**src/rtl/imem_arb_pkg.sv**
```systemverilog
// Shared types for the instruction-memory port arbiter: FSM states, requester
// encoding, default memory depth and the address bounds check.
package imem_arb_pkg;

  typedef enum logic [1:0] {
    RUN    = 2'd0,
    LOAD   = 2'd1,
    RESUME = 2'd2
  } arb_state_t;

  typedef enum logic {
    FETCH  = 1'b0,
    LOADER = 1'b1
  } owner_t;

  localparam int IMEM_DEPTH_DEFAULT = 191;

  // Widened compare so a depth equal to 2^ADDR_W does not wrap.
  function automatic logic addr_ok(input logic [63:0] addr, input logic [63:0] depth);
    return addr < depth;
  endfunction

endpackage

```
**src/rtl/imem_arb_pick.sv**
```systemverilog
// Two-way grant selector between fetch and loader. Build with IMEM_ARB_RR_EN
// defined for round-robin on contention; otherwise the loader has fixed priority.
module imem_arb_pick
  import imem_arb_pkg::*;
(
`ifdef IMEM_ARB_RR_EN
  input  logic clk,
  input  logic rst,
`endif
  input  logic fetch_elig,
  input  logic ld_elig,
  output logic fetch_win,
  output logic ld_win
);

`ifdef IMEM_ARB_RR_EN
  owner_t last_winner_reg;

  always_comb begin
    fetch_win = 1'b0;
    ld_win    = 1'b0;
    if (fetch_elig && ld_elig) begin
      if (last_winner_reg == LOADER) begin
        fetch_win = 1'b1;
      end else begin
        ld_win = 1'b1;
      end
    end else begin
      fetch_win = fetch_elig;
      ld_win    = ld_elig;
    end
  end

  // Reset to LOADER so the first contended cycle goes to fetch.
  always_ff @(posedge clk) begin
    if (rst) begin
      last_winner_reg <= LOADER;
    end else if (fetch_elig && ld_elig) begin
      last_winner_reg <= (last_winner_reg == LOADER) ? FETCH : LOADER;
    end
  end
`else
  assign ld_win    = ld_elig;
  assign fetch_win = fetch_elig && !ld_elig;
`endif

endmodule

```
**src/rtl/imem_port_arbiter.sv**
```systemverilog
// Shares the single-port synchronous-read instruction memory between CPU fetch
// and the program loader, with a load-mode lock. Optional macro: IMEM_ARB_RR_EN.
module imem_port_arbiter
  import imem_arb_pkg::*;
#(
  parameter int ADDR_W    = 16,
  parameter int DATA_W    = 16,
  parameter int MEM_DEPTH = IMEM_DEPTH_DEFAULT
) (
  input  logic              clk,
  input  logic              rst,
  input  logic              fetch_req,
  input  logic [ADDR_W-1:0] fetch_addr,
  output logic              fetch_gnt,
  output logic              fetch_valid,
  output logic [DATA_W-1:0] fetch_instr,
  output logic              fetch_err,
  input  logic              ld_lock,
  input  logic              ld_req,
  input  logic [ADDR_W-1:0] ld_addr,
  input  logic [DATA_W-1:0] ld_data,
  output logic              ld_gnt,
  output logic              ld_err,
  output logic              cpu_hold,
  output logic [ADDR_W-1:0] wr_count,
  output logic              mem_write_en,
  output logic [ADDR_W-1:0] mem_addr,
  output logic [DATA_W-1:0] mem_instr_in,
  input  logic [DATA_W-1:0] mem_instr_out
);

  arb_state_t        state_reg;
  logic              cpu_hold_reg;
  logic              fetch_valid_reg;
  logic              fetch_err_reg;
  logic [ADDR_W-1:0] wr_count_reg;
  logic [ADDR_W-1:0] mem_addr_reg;
  logic [DATA_W-1:0] mem_instr_in_reg;

  logic fetch_elig;
  logic ld_elig;
  logic fetch_win;
  logic ld_win;
  logic fetch_in_range;
  logic ld_in_range;
  logic rd_ok;
  logic wr_ok;
  logic enter_load;

  // Fetch only in RUN; loader in RUN or LOAD; nobody during RESUME or reset.
  assign fetch_elig = fetch_req && !rst && (state_reg == RUN);
  assign ld_elig    = ld_req && !rst && (state_reg != RESUME);

  imem_arb_pick u_pick (
`ifdef IMEM_ARB_RR_EN
    .clk        (clk),
    .rst        (rst),
`endif
    .fetch_elig (fetch_elig),
    .ld_elig    (ld_elig),
    .fetch_win  (fetch_win),
    .ld_win     (ld_win)
  );

  assign fetch_in_range = addr_ok(64'(fetch_addr), 64'(MEM_DEPTH));
  assign ld_in_range    = addr_ok(64'(ld_addr), 64'(MEM_DEPTH));
  assign rd_ok          = fetch_win && fetch_in_range;
  assign wr_ok          = ld_win && ld_in_range;
  assign enter_load     = ld_lock && !rst && (state_reg != LOAD);

  assign fetch_gnt = fetch_win;
  assign ld_gnt    = ld_win;
  assign ld_err    = ld_win && !ld_in_range;

  // Out-of-range grants leave the memory port untouched.
  always_comb begin
    mem_write_en = wr_ok;
    mem_addr     = mem_addr_reg;
    mem_instr_in = mem_instr_in_reg;
    if (wr_ok) begin
      mem_addr     = ld_addr;
      mem_instr_in = ld_data;
    end else if (rd_ok) begin
      mem_addr = fetch_addr;
    end
  end

  // A read granted just before reset must not surface during the reset cycle.
  assign fetch_valid = fetch_valid_reg && !rst;
  assign fetch_err   = fetch_err_reg && !rst;
  assign fetch_instr = (fetch_valid && !fetch_err_reg) ? mem_instr_out : '0;
  assign cpu_hold    = cpu_hold_reg;
  assign wr_count    = wr_count_reg;

  always_ff @(posedge clk) begin
    if (rst) begin
      state_reg        <= RUN;
      cpu_hold_reg     <= 1'b0;
      fetch_valid_reg  <= 1'b0;
      fetch_err_reg    <= 1'b0;
      wr_count_reg     <= '0;
      mem_addr_reg     <= '0;
      mem_instr_in_reg <= '0;
    end else begin
      case (state_reg)
        RUN: begin
          if (ld_lock) begin
            state_reg    <= LOAD;
            cpu_hold_reg <= 1'b1;
          end
        end
        LOAD: begin
          if (!ld_lock) begin
            state_reg <= RESUME;
          end
        end
        RESUME: begin
          if (ld_lock) begin
            state_reg <= LOAD;
          end else begin
            state_reg    <= RUN;
            cpu_hold_reg <= 1'b0;
          end
        end
        default: begin
          state_reg    <= RUN;
          cpu_hold_reg <= 1'b0;
        end
      endcase

      if (enter_load) begin
        wr_count_reg <= '0;
      end else if (wr_ok && (wr_count_reg != {ADDR_W{1'b1}})) begin
        wr_count_reg <= wr_count_reg + 1'b1;
      end

      fetch_valid_reg  <= fetch_win;
      fetch_err_reg    <= fetch_win && !fetch_in_range;
      mem_addr_reg     <= mem_addr;
      mem_instr_in_reg <= mem_instr_in;
    end
  end

endmodule
```
**config.mk**
```make
export PLATFORM = sky130hd
export DESIGN_NAME = imem_port_arbiter
export DESIGN_NICKNAME = d
export VERILOG_FILES = /design/src/rtl/imem_arb_pkg.sv /design/src/rtl/imem_arb_pick.sv /design/src/rtl/imem_port_arbiter.sv
export SDC_FILE = /design/constraint.sdc
export NUM_CORES = 1
export LEC_CHECK = 0
export CAP_MARGIN = 40
export CORE_MARGIN = 3
export CORE_UTILIZATION = 35
export DETAILED_ROUTE_END_ITERATION = 8
export PLACE_DENSITY = 0.8
export SETUP_SLACK_MARGIN = 0.5
export SLEW_MARGIN = 20
export SYNTH_ARGS = -nofsm -noshare
export SYNTH_HDL_FRONTEND = slang
export SYNTH_SLANG_ARGS = --single-unit
```
**constraint.sdc**
```tcl
create_clock -name clk -period 2.7 [get_ports clk]
set_input_delay 0.675 -clock clk [delete_from_list [all_inputs] [get_ports clk]]
set_output_delay 0.675 -clock clk [all_outputs]
set_load 0.1 [all_outputs]
```
==> reports/qor.csv, run 1 <==
metric,value,unit
status,stopped before the end,
die_w,90.3,um
cts_buffer_depth,2,
synth-edff-count,0,
yosys.area.top_type,dfxtp_1,
worstEpCategory,output port,
htreeDepth,2,
synthTopCellsByArea,"dfxtp_1 (43%), nand2_1 (9.2%), and2_1 (8.1%), a21oi_1 (7.4%), mux2i_1 (4.0%)",
die_y,90.3,um
async_reset_ff_frac,0,
avgSynthCellArea,7.87,sq um
synth_fp_nets,386,
grt_max_degree,17,
synth_common_cells,"nand2_1 (61), dfxtp_1 (53), a21oi_1 (37)",
yosysWarnings,0,
synth_top_area_frac,0.427,
synth-main-ff-cell,dfxtp_1,
stop_stage,global routing,
yosys_register_bits,53,
syn_inst,316,
dp_hpwl,8030,um
netlist_area,2490,sq um
io_pins,140,
crit_endpoint,mem_addr[5],
ctsHoldBuffers,0,
rows,30,
synth.most_common_cell,nand2_1,
synth.distinct_cells,36,
root_buffer,clkbuf_8,
cts_buffers,5,
error_message,"[ERROR DPL-0038] Utilization greater than 100%, impossible to legalize",
ys_seq_area_frac,0.427,
cts.sinks,53,
numPortBuffers,139,
gp_congestion,0.797,
initial_utilization,0.364,
==> per-stage QoR <==
| step | setup WS [ns] | util | instances | instance area, sq um | hold WS [ns] |
|---|---|---|---|---|---|
| detailed placement | -0.782 | 0.793 | 593 | 5420 | 0.444 |
| global placement | -0.753 | 0.793 | 593 | 5420 | 0.439 |
| floorplan | -0.460 | - | 316 | 3100 | 0.421 |
| CTS | -0.470 | 0.945 | 642 | 6460 | 0.480 |
==> kinds of logic after synthesis <==
logic type	after synthesis	synth area share
AO/OA/AOI/OAI	66	0.160
XOR/XNOR	2	0.00705
adder cells (fa/ha/maj)	1	0.00503
buffers and inverters	27	0.0423
flip-flops	53	0.427
multiplexers	10	0.0403
AND/OR/NAND/NOR	157	0.319
==> timing repair <==
item / CTS
resized for setup: 177
setup endpoints to repair: 102
gates cloned: 7
buffers inserted: 34
pin swaps: 30
==> inputs of run 2 (changes only) <==
--- a/config.mk
+++ b/config.mk
@@ -7,10 +7,9 @@
 export LEC_CHECK = 0
 export CAP_MARGIN = 40
 export CORE_MARGIN = 3
-export CORE_UTILIZATION = 35
+export CORE_UTILIZATION = 30
 export DETAILED_ROUTE_END_ITERATION = 8
-export PLACE_DENSITY = 0.8
-export SETUP_SLACK_MARGIN = 0.5
+export PLACE_DENSITY_LB_ADDON = 0.15
 export SLEW_MARGIN = 20
 export SYNTH_ARGS = -nofsm -noshare
 export SYNTH_HDL_FRONTEND = slang
==> constraint.sdc (replaced) <==
create_clock -name clk -period 3.5 [get_ports clk]
set_input_delay 0.875 -clock clk [delete_from_list [all_inputs] [get_ports clk]]
set_output_delay 0.875 -clock clk [all_outputs]
set_load 0.1 [all_outputs]
==> run 2 against run 1 <==
The flow now finishes, with violations (setup timing); synthesized area did not move; synthesized cell count did not move.
==> reports/qor.csv, run 2 <==
metric,value,unit,change
synth.most_common_cell,nand2_1,,unchanged
finish.utilization,0.751,,
area_growth,138,%,
gp_congestion,0.813,,was 0.797
final_max_slew_viol_count,0,,
cts_tree,built,,
async_reset_ff_frac,0,,unchanged
grt_max_degree,22,,
hold_class,register to register,,
violations,setup timing,,
htreeDepth,2,,unchanged
first_pass_iters,4,,
avgSynthCellArea,7.87,sq um,unchanged
max_freq,0.283,GHz,
detail_route.wl_per_cell,16.1,um,
rrSetupSlack,1.18,ns,
max-cap-violations,0,,
drive_gt1_frac,0.506,,
swShare,0.272,,
vias,3100,,
grt_pass1_vias,3092,,
initial_utilization,0.315,,was 0.364
root_buffer,clkbuf_8,,unchanged
synth_top_area_frac,0.427,,unchanged
track_usage,0.207,,
p_int,0.000855,W,
cts_buffers,5,,unchanged
p_switching,0.000320,W,
synth-edff-count,0,,unchanged
die_y,97.0,um,was 90.3 um
peakVddDrop,0.181,mV,
synth_fp_nets,386,,unchanged
overflow,0,,
r2r_cells,7,,
viasPerCell,4.89,,
io_pins,140,,unchanged
die_w,97.0,um,was 90.3 um
setup_ws,-0.0382,ns,
layout.cells.most_common,buf_4,,
tightest_slew,0.626,ns,
finClkSkew,0.0125,ns,
synth_common_cells,"nand2_1 (61), dfxtp_1 (53), a21oi_1 (37)",,unchanged
diodes,0,,
rsz0062_at_grt,true,,
synth-main-ff-cell,dfxtp_1,,unchanged
r2r_start,wr_count[0]$_SDFFE_PP0P_,,
synthTopCellsByArea,"dfxtp_1 (43%), nand2_1 (9.2%), and2_1 (8.1%), a21oi_1 (7.4%), mux2i_1 (4.0%)",,unchanged
syn_inst,316,,unchanged
antenna_found_initial,0,,
numPortBuffers,139,,unchanged
ys_seq_area_frac,0.427,,unchanged
finalNetCount,601,,
mostFrequentLayoutCells,"buf_4 (84), buf_12 (59), dfxtp_1 (53), clkdlybuf4s50_1 (40), a21oi_1 (29)",,
ctsHoldBuffers,0,,unchanged
grt_pass1_wl,15900,um,
rows,32,,was 30
synth.distinct_cells,36,,unchanged
drt_wl_total,10200,um,
cts.sinks,53,,unchanged
leakage,2.48,nW,
relSlewSlack,0.579,,
drt_iter0_markers,114,,
seqPwrFrac,0.517,,
fp.dieArea,9420,sq um,
status,finished with violations,,was stopped before the end
r2r_end,wr_count[1]$_SDFFE_PP0P_,,
startpoint,ld_addr[13],,
drc,0,,
finalSetupViolCount,10,,
crit_end,mem_instr_in[13],,
yosys_register_bits,53,,unchanged
crit_required,2.62,ns,
setup_tns,-0.231,ns,
post-route-period-util,1.01,,
yosysWarnings,0,,unchanged
crit_type,primary input to output pin,,
finalHoldViolCount,0,,
yosys.area.top_type,dfxtp_1,,unchanged
powerDensity,198,nW/um^2,
place_ws,-0.337,ns,was -0.782 ns
insertion_delay,0.31,ns,
clk_pin_slew_worst_paths,0.10,ns,
pwr-share-comb,0.179,,
netlist_area,2490,sq um,unchanged
arrival,2.66,ns,
clkPwrFrac,0.304,,
fp.coreArea,7890,sq um,
cp-start-kind,primary input,,
hp-start,mem_addr_reg[11]$_SDFF_PP0_,,
crit_fanout,7,,
ant_nets,0,,
dp_hpwl,7180,um,was 8030 um
end_kind,output pin,,
cts_buffer_depth,2,,unchanged
min_period,3.54,ns,
run 2: cells by family after synthesis:
kind of cell | share of synthesized area
and+or+nand+nor | 0.319
AOI/OAI and AO/OA | 0.160
DFF | 0.427
buffers and inverters | 0.0423
muxes | 0.0403
xor gates and xnor gates | 0.00705
adders and majority gates | 0.00503
run 2: per-layer routing:
layer / wire, um / global-route usage / share of wire
met5: 0 / 0 / 0
met4: 233 / 0.0605 / 0.023
met3: 621 / 0.0476 / 0.061
met2: 5340 / 0.369 / 0.52
met1: 3990 / 0.245 / 0.39
run 2: critical path, stage by stage:
cell and delay, ns:
buf_6 0.09, or4_4 0.56, nor4b_4 0.32, nand2_4 0.14, buf_6 0.15, clkbuf_16 0.17
nand2_2 0.13, nand2_8 0.06, buf_12 0.16
run 2: final cells by class:
| class | count | area, sq um |
|---|---|---|
| repair buffers | 222 | 2690 |
| well taps | 102 | 128 |
| inverters | 13 | 53.8 |
| clock inverters | 3 | 21.3 |
| clock buffers | 5 | 68.8 |
| flip-flops and latches | 53 | 1060 |
| multi-input cells | 236 | 1910 |
| fillers | 530 | 1960 |
run 2: per-stage QoR:
step / instances / hold slack, ns / instance area [sq um] / power [W]
6_report: 634 / 0.470 / 5930 / 0.00118
5_1_grt: 634 / 0.498 / 5930 / 0.00122
4_1_cts: 629 / 0.477 / 5740 / 0.00118
3_5_place_dp: 599 / 0.437 / 5200 / 0.000823
3_3_place_gp: 599 / 0.436 / 5200 / 0.000820
2_1_floorplan: 316 / 0.421 / 2790 / 0.000695
run 2: how the worst min path moves through the flow:
| stage | to | slack (ns) | depth (start not counted) |
|---|---|---|---|
| final | mem_addr_reg[11]$_SDFF_PP0_ | 0.47 | 1 |
| after global routing | mem_addr_reg[15]$_SDFF_PP0_ | 0.50 | 1 |
| after CTS | mem_addr_reg[14]$_SDFF_PP0_ | 0.48 | 1 |
| after detailed placement | mem_addr_reg[14]$_SDFF_PP0_ | 0.44 | 1 |
| after global placement | mem_addr_reg[12]$_SDFF_PP0_ | 0.44 | 1 |
| after floorplan | mem_addr_reg[10]$_SDFF_PP0_ | 0.42 | 1 |
run 2: power by group through the flow:
stage / Sequential [W] / Combinational, W / Clock, W
finish: 0.000608 / 0.000210 / 0.000357
global route: 0.000609 / 0.000220 / 0.000390
CTS: 0.000608 / 0.000205 / 0.000365
detailed placement: 0.000622 / 0.000201 / 0
global placement: 0.000622 / 0.000199 / 0
floorplan: 0.000628 / 0.0000667 / 0
run 2: what timing repair did:
action / 4_1_cts / 5_1_grt
setup endpoints to repair: 49 / 33
endpoints found under the hold margin: 0 / 0
resized for setup: 101 / 35
cloned: 3 / 2
setup buffers: 20 / 6
pin swaps: 28 / 17
Power figures use the tool's default switching activity.
==> inputs of run 3 (changes only) <==
--- a/config.mk
+++ b/config.mk
@@ -8,6 +8,7 @@
 export CAP_MARGIN = 40
 export CORE_MARGIN = 3
 export CORE_UTILIZATION = 30
+export CTS_BUF_LIST = sky130_fd_sc_hd__clkbuf_2
 export DETAILED_ROUTE_END_ITERATION = 8
 export PLACE_DENSITY_LB_ADDON = 0.15
 export SLEW_MARGIN = 20
==> run 3 against run 2 <==
The flow still finishes with violations (setup timing); first-iteration DRC count increased by 24%; sequential share of layout area decreased by 0.079 points; clock power decreased by 27%; critical path depth unchanged; fmax decreased by 3.0%; die area unchanged; via count increased by 1.5%; non-clock buffer count increased by 5; clock skew increased by 0.018 ns; global-route usage increased by 0.21 points.
==> reports/qor.csv, run 3 (same netlist as run 2, synthesis figures left out) <==
metric,value,unit,change
relSlewSlack,0.556,,was 0.579
max_freq,0.274,GHz,was 0.283 GHz
fp.coreArea,7890,sq um,unchanged
p_switching,0.000319,W,was 0.000320 W
finalNetCount,606,,was 601
finClkSkew,0.0306,ns,was 0.0125 ns
pwr-share-comb,0.196,,was 0.179
finalSetupViolCount,32,,was 10
cts_tree,built,,unchanged
clk_pin_slew_worst_paths,0.28,ns,was 0.10 ns
crit_type,primary input to output pin,,unchanged
peakVddDrop,0.135,mV,was 0.181 mV
root_buffer,clkbuf_2,,was clkbuf_8
clkPwrFrac,0.241,,was 0.304
numPortBuffers,139,,unchanged
cts_buffer_depth,2,,unchanged
vias,3145,,"was 3,100"
min_period,3.65,ns,was 3.54 ns
detail_route.wl_per_cell,16.8,um,was 16.1 um
swShare,0.294,,was 0.272
fp.dieArea,9420,sq um,unchanged
cp-start-kind,primary input,,unchanged
stdcell_count,640,,was 634
die_y,97.0,um,unchanged
status,finished with violations,,unchanged
max-cap-violations,0,,unchanged
drc,0,,unchanged
cts.sinks,53,,unchanged
crit_required,2.62,ns,about the same
setup_tns,-1.46,ns,was -0.231 ns
drt_wl_total,10700,um,"was 10,200 um"
total_power,0.00109,W,was 0.00118 W
grt_pass1_vias,3085,,"was 3,092"
crit_fanout,6,,was 7
crit_chain,buf_6 -> or4_4 -> nor4b_4 -> nand2_2 -> buf_6 -> buf_8 -> buf_12 -> a21oi_4 -> buf_12,,was buf_6 -> or4_4 -> nor4b_4 -> nand2_4 -> buf_6 -> clkbuf_16 -> nand2_2 -> nand2_8 -> buf_12
insertion_delay,0.46,ns,was 0.31 ns
final_max_slew_viol_count,0,,unchanged
hold_class,register to register,,unchanged
grt_max_degree,22,,unchanged
place_area,5200,sq um,unchanged
cts_buffers,5,,unchanged
die_w,97.0,um,unchanged
antenna_found_initial,1,,was 0
slowest_delay,0.57,ns,was 0.56 ns
viasPerCell,4.91,,was 4.89
arrival,2.77,ns,was 2.66 ns
ant_nets,0,,unchanged
fin_area,5950,sq um,was 5930 sq um
leakage,2.53,nW,was 2.48 nW
mostFrequentLayoutCells,"buf_4 (91), buf_12 (59), dfxtp_1 (53), clkdlybuf4s50_1 (38), a21oi_1 (29)",,"was buf_4 (84), buf_12 (59), dfxtp_1 (53), clkdlybuf4s50_1 (40), a21oi_1 (29)"
grt_pass1_wl,16000,um,"was 15,900 um"
powerDensity,183,nW/um^2,was 198 nW/um^2
dp_hpwl,7180,um,unchanged
layout.cells.most_common,buf_4,,unchanged
drt_iter0_markers,141,,was 114
io_pins,140,,unchanged
p_int,0.000767,W,was 0.000855 W
setup_ws,-0.146,ns,was -0.0382 ns
tightest_slew,0.661,ns,was 0.626 ns
finalHoldViolCount,0,,unchanged
violations,setup timing,,unchanged
post-route-period-util,1.04,,was 1.01
gp_congestion,0.813,,unchanged
initial_utilization,0.315,,unchanged
drive_gt1_frac,0.510,,was 0.506
rows,32,,unchanged
track_usage,0.209,,was 0.207
cpMaxStageDelayCell,or4_4,,unchanged
overflow,0,,unchanged
htreeDepth,2,,unchanged
first_pass_iters,4,,unchanged
finish.utilization,0.755,,was 0.751
rsz0062_at_grt,true,,unchanged
dp.cells,599,,unchanged
area_growth,139,%,was 138%
end_kind,output pin,,unchanged
seqPwrFrac,0.563,,was 0.517
==> run 3: final cells by class <==
class | instances | area [sq um]
Tap cell | 102 | 128
Sequential cell | 53 | 1060
Clock buffer | 5 | 25.0
Antenna cell | 1 | 2.50
Timing Repair Buffer | 227 | 2730
Multi-Input combinational cell | 236 | 1930
Fill cell | 528 | 1940
Clock inverter | 3 | 21.3
Inverter | 13 | 51.3
==> run 3: path summary, 6_finish.rpt <==
check	to	from	slack, ns	cells past startpoint
worst min-delay path	mem_addr_reg[14]$_SDFF_PP0_	mem_addr_reg[14]$_SDFF_PP0_	0.49	1
worst max-delay path	mem_addr[6]	ld_addr[13]	-0.15	9
worst min register to register	mem_addr_reg[14]$_SDFF_PP0_	mem_addr_reg[14]$_SDFF_PP0_	0.49	1
worst max register to register	wr_count[1]$_SDFFE_PP0P_	wr_count[0]$_SDFFE_PP0P_	1.17	7
==> run 3: power by group through the flow <==
stage                     logic (W)  registers (W)  clock network [W]
after floorplan           0.0000667       0.000628                  0
after detailed placement   0.000201       0.000622                  0
after global routing       0.000222       0.000613           0.000293
after CTS                  0.000205       0.000612           0.000267
final                      0.000212       0.000612           0.000262
after global placement     0.000199       0.000622                  0
==> run 3: repair_timing <==
| action | in CTS | in global routing |
|---|---|---|
| gates cloned | 3 | 1 |
| gates resized for setup | 93 | 43 |
| buffers inserted | 20 | 8 |
| endpoints found under the setup margin | 49 | 41 |
| pin swaps | 31 | 29 |
| hold buffers | 0 | 0 |
==> run 3: per-stage QoR <==
| stage | setup WS, ns | hold slack (ns) |
|---|---|---|
| after global routing | -0.186 | 0.508 |
| final | -0.146 | 0.494 |
| after floorplan | -0.129 | 0.421 |
| after CTS | -0.103 | 0.499 |
| after global placement | -0.308 | 0.436 |
| after detailed placement | -0.337 | 0.437 |
==> run 3: layer usage <==
layer  global-route usage  wire length, um  vias to the layer above
met3               0.0519              693                       19
met4               0.0572              294                        0
met1                0.249             4190                     1482
met5                    0                0                        -
li1                     -                -                     1531
met2                0.371             5560                      113
==> run 3: worst max-delay path: cells and delay by family <==
family / cells / cell delay [ns]
AO/OA/AOI/OAI: 1 / 0.16
AND/OR/NAND/NOR: 3 / 1.02
buffers and inverters: 5 / 0.71
==> inputs of run 4 (changes only) <==
--- a/config.mk
+++ b/config.mk
@@ -7,10 +7,10 @@
 export LEC_CHECK = 0
 export CAP_MARGIN = 40
 export CORE_MARGIN = 3
-export CORE_UTILIZATION = 30
+export CORE_UTILIZATION = 35
 export CTS_BUF_LIST = sky130_fd_sc_hd__clkbuf_2
 export DETAILED_ROUTE_END_ITERATION = 8
-export PLACE_DENSITY_LB_ADDON = 0.15
+export PLACE_DENSITY = 0.74
 export SLEW_MARGIN = 20
 export SYNTH_ARGS = -nofsm -noshare
 export SYNTH_HDL_FRONTEND = slang
==> run 4 against run 3 <==
The run still ends with setup timing left; die area down 13%; global-route usage up 4.1 points; final area down 3.7%; wire length up 6.8%; count of clock-buffer cells in the layout unchanged; sequential power about the same; power up 0.84%; critical endpoint is now mem_addr[4].
==> reports/qor.csv, run 4 (same netlist as run 2, synthesis figures left out) <==
metric,value,unit,change
relSlewSlack,0.626,,was 0.556
crit_chain,dlygate4sd2_1 -> nor4_4 -> o21ai_4 -> nor3_4 -> buf_6 -> buf_4 -> mux2i_4 -> a21oi_4 -> buf_12,,was buf_6 -> or4_4 -> nor4b_4 -> nand2_2 -> buf_6 -> buf_8 -> buf_12 -> a21oi_4 -> buf_12
drt_iter0_markers,129,,was 141
crit_required,2.62,ns,about the same
crit_buf_inv,4,,was 5
rsz0062_at_grt,true,,unchanged
root_buffer,clkbuf_2,,unchanged
max-cap-violations,0,,unchanged
numPortBuffers,139,,unchanged
min_period,3.58,ns,was 3.65 ns
first_pass_iters,4,,unchanged
die_y,90.3,um,was 97.0 um
io_pins,140,,unchanged
ctsHoldBuffers,0,,unchanged
cpMaxStageDelayCell,nor4_4,,was or4_4
hold_class,register to register,,unchanged
die_w,90.3,um,was 97.0 um
cts_buffer_depth,2,,unchanged
fp.coreArea,6830,sq um,was 7890 sq um
end_kind,output pin,,unchanged
cts_tree,built,,unchanged
gp_congestion,0.842,,was 0.813
final_max_slew_viol_count,0,,unchanged
finalNetCount,594,,was 606
crit_type,primary input to output pin,,unchanged
grt_pass1_vias,3205,,"was 3,085"
leakage,2.42,nW,was 2.53 nW
finalHoldViolCount,0,,unchanged
htreeDepth,2,,unchanged
finish.utilization,0.839,,was 0.755
rows,30,,was 32
ant_nets,0,,unchanged
antenna_found_initial,1,,unchanged
arrival,2.71,ns,was 2.77 ns
overflow,0,,unchanged
layout.cells.most_common,buf_4,,unchanged
fp.dieArea,8150,sq um,was 9420 sq um
post-route-period-util,1.02,,was 1.04
cts_buffers,5,,unchanged
clk_pin_slew_worst_paths,0.27,ns,was 0.28 ns
track_usage,0.250,,was 0.209
vias,3209,,"was 3,145"
finClkSkew,0.0204,ns,was 0.0306 ns
dp_hpwl,7300,um,was 7180 um
drc,0,,unchanged
setup_tns,-0.963,ns,was -1.46 ns
mostFrequentLayoutCells,"buf_4 (82), buf_12 (62), dfxtp_1 (53), clkdlybuf4s50_1 (37), a21oi_1 (29)",,"was buf_4 (91), buf_12 (59), dfxtp_1 (53), clkdlybuf4s50_1 (38), a21oi_1 (29)"
insertion_delay,0.47,ns,was 0.46 ns
finalSetupViolCount,31,,was 32
critPathTopFamily,buffers and inverters,,was simple AND/OR/NAND/NOR gates
status,finished with violations,,unchanged
violations,setup timing,,unchanged
slowest_delay,0.35,ns,was 0.57 ns
crit_fanout,7,,was 6
max_freq,0.279,GHz,was 0.274 GHz
cp-start-kind,primary input,,unchanged
cts.sinks,53,,unchanged
initial_utilization,0.364,,was 0.315
drt_wl_total,11500,um,"was 10,700 um"
viasPerCell,5.16,,was 4.91
detail_route.wl_per_cell,18.4,um,was 16.8 um
powerDensity,191,nW/um^2,was 183 nW/um^2
drive_gt1_frac,0.484,,was 0.510
grt_pass1_wl,16400,um,"was 16,000 um"
peakVddDrop,0.147,mV,was 0.135 mV
tightest_slew,0.560,ns,was 0.661 ns
grt_max_degree,23,,was 22
setup_ws,-0.0835,ns,was -0.146 ns
area_growth,131,%,was 139%
[run 4: cell types whose count changed in the layout (fill, tap and decap cells not counted), sizes merged]
cell / before / now
buf: 161 / 149
clkdlybuf4s15: 2 / 1
clkdlybuf4s50: 38 / 37
clkinv: 1 / 2
clkinvlp: 1 / 0
dlygate4sd2: 12 / 13
dlymetal6s2s: 13 / 14
[run 4: path summary, 6_finish.rpt]
check	slack (ns)	endpoint	depth (start not counted)	from
hold / removal	0.50	mem_addr_reg[12]$_SDFF_PP0_	1	mem_addr_reg[12]$_SDFF_PP0_
setup reg to reg	1.09	wr_count[10]$_SDFFE_PP0P_	6	wr_count[0]$_SDFFE_PP0P_
setup / recovery	-0.08	mem_addr[4]	9	fetch_addr[10]
hold reg to reg	0.50	mem_addr_reg[12]$_SDFF_PP0_	1	mem_addr_reg[12]$_SDFF_PP0_
[run 4: worst register-to-register path, cell delays in order (launching register included)]
cell and delay [ns]:
dfxtp_1 0.46, ha_1 0.24, nand3_1 0.11, or4_1 0.64, o211ai_2 0.54, or4_1 0.21
mux2i_1 0.16
[run 4: routing by layer]
layer / GRT usage / wire length [um]
met3: 0.0533 / 681
met4: 0.129 / 555
met2: 0.454 / 6170
met1: 0.271 / 4070
met5: 0 / 0
[run 4: repair_timing]
item,in CTS,in global routing
pin swaps,11,15
setup buffers,18,7
gates resized for setup,80,36
endpoints found under the setup margin,49,33
[run 4: through the flow]
| step | area, sq um | power, W | hold WS [ns] | cells | setup WS [ns] |
|---|---|---|---|---|---|
| floorplan | 2790 | 0.000695 | 0.421 | 316 | -0.129 |
| global placement | 5130 | 0.000819 | 0.436 | 588 | -0.294 |
| detailed placement | 5130 | 0.000823 | 0.437 | 588 | -0.368 |
| CTS | 5540 | 0.00108 | 0.493 | 614 | -0.0752 |
| global route | 5730 | 0.00113 | 0.510 | 622 | -0.129 |
| finish | 5730 | 0.00110 | 0.504 | 622 | -0.0835 |
[run 4: cell type report]
type | instances | area [sq um]
timing repair buffer | 215 | 2580
clock inverter | 3 | 21.3
antenna | 1 | 2.50
clock buffer | 5 | 25.0
multi-input combinational | 236 | 1870
sequential | 53 | 1060
tap | 96 | 120
fill | 388 | 1100
inverter | 13 | 51.3
[run 4: power breakdown]
part	internal, W	switching (W)	total (W)	leakage (nW)
registers	0.000609	0.00000263	0.000612	0.428
logic	0.000108	0.000109	0.000216	1.96
clock network	0.0000519	0.000215	0.000267	0.0310
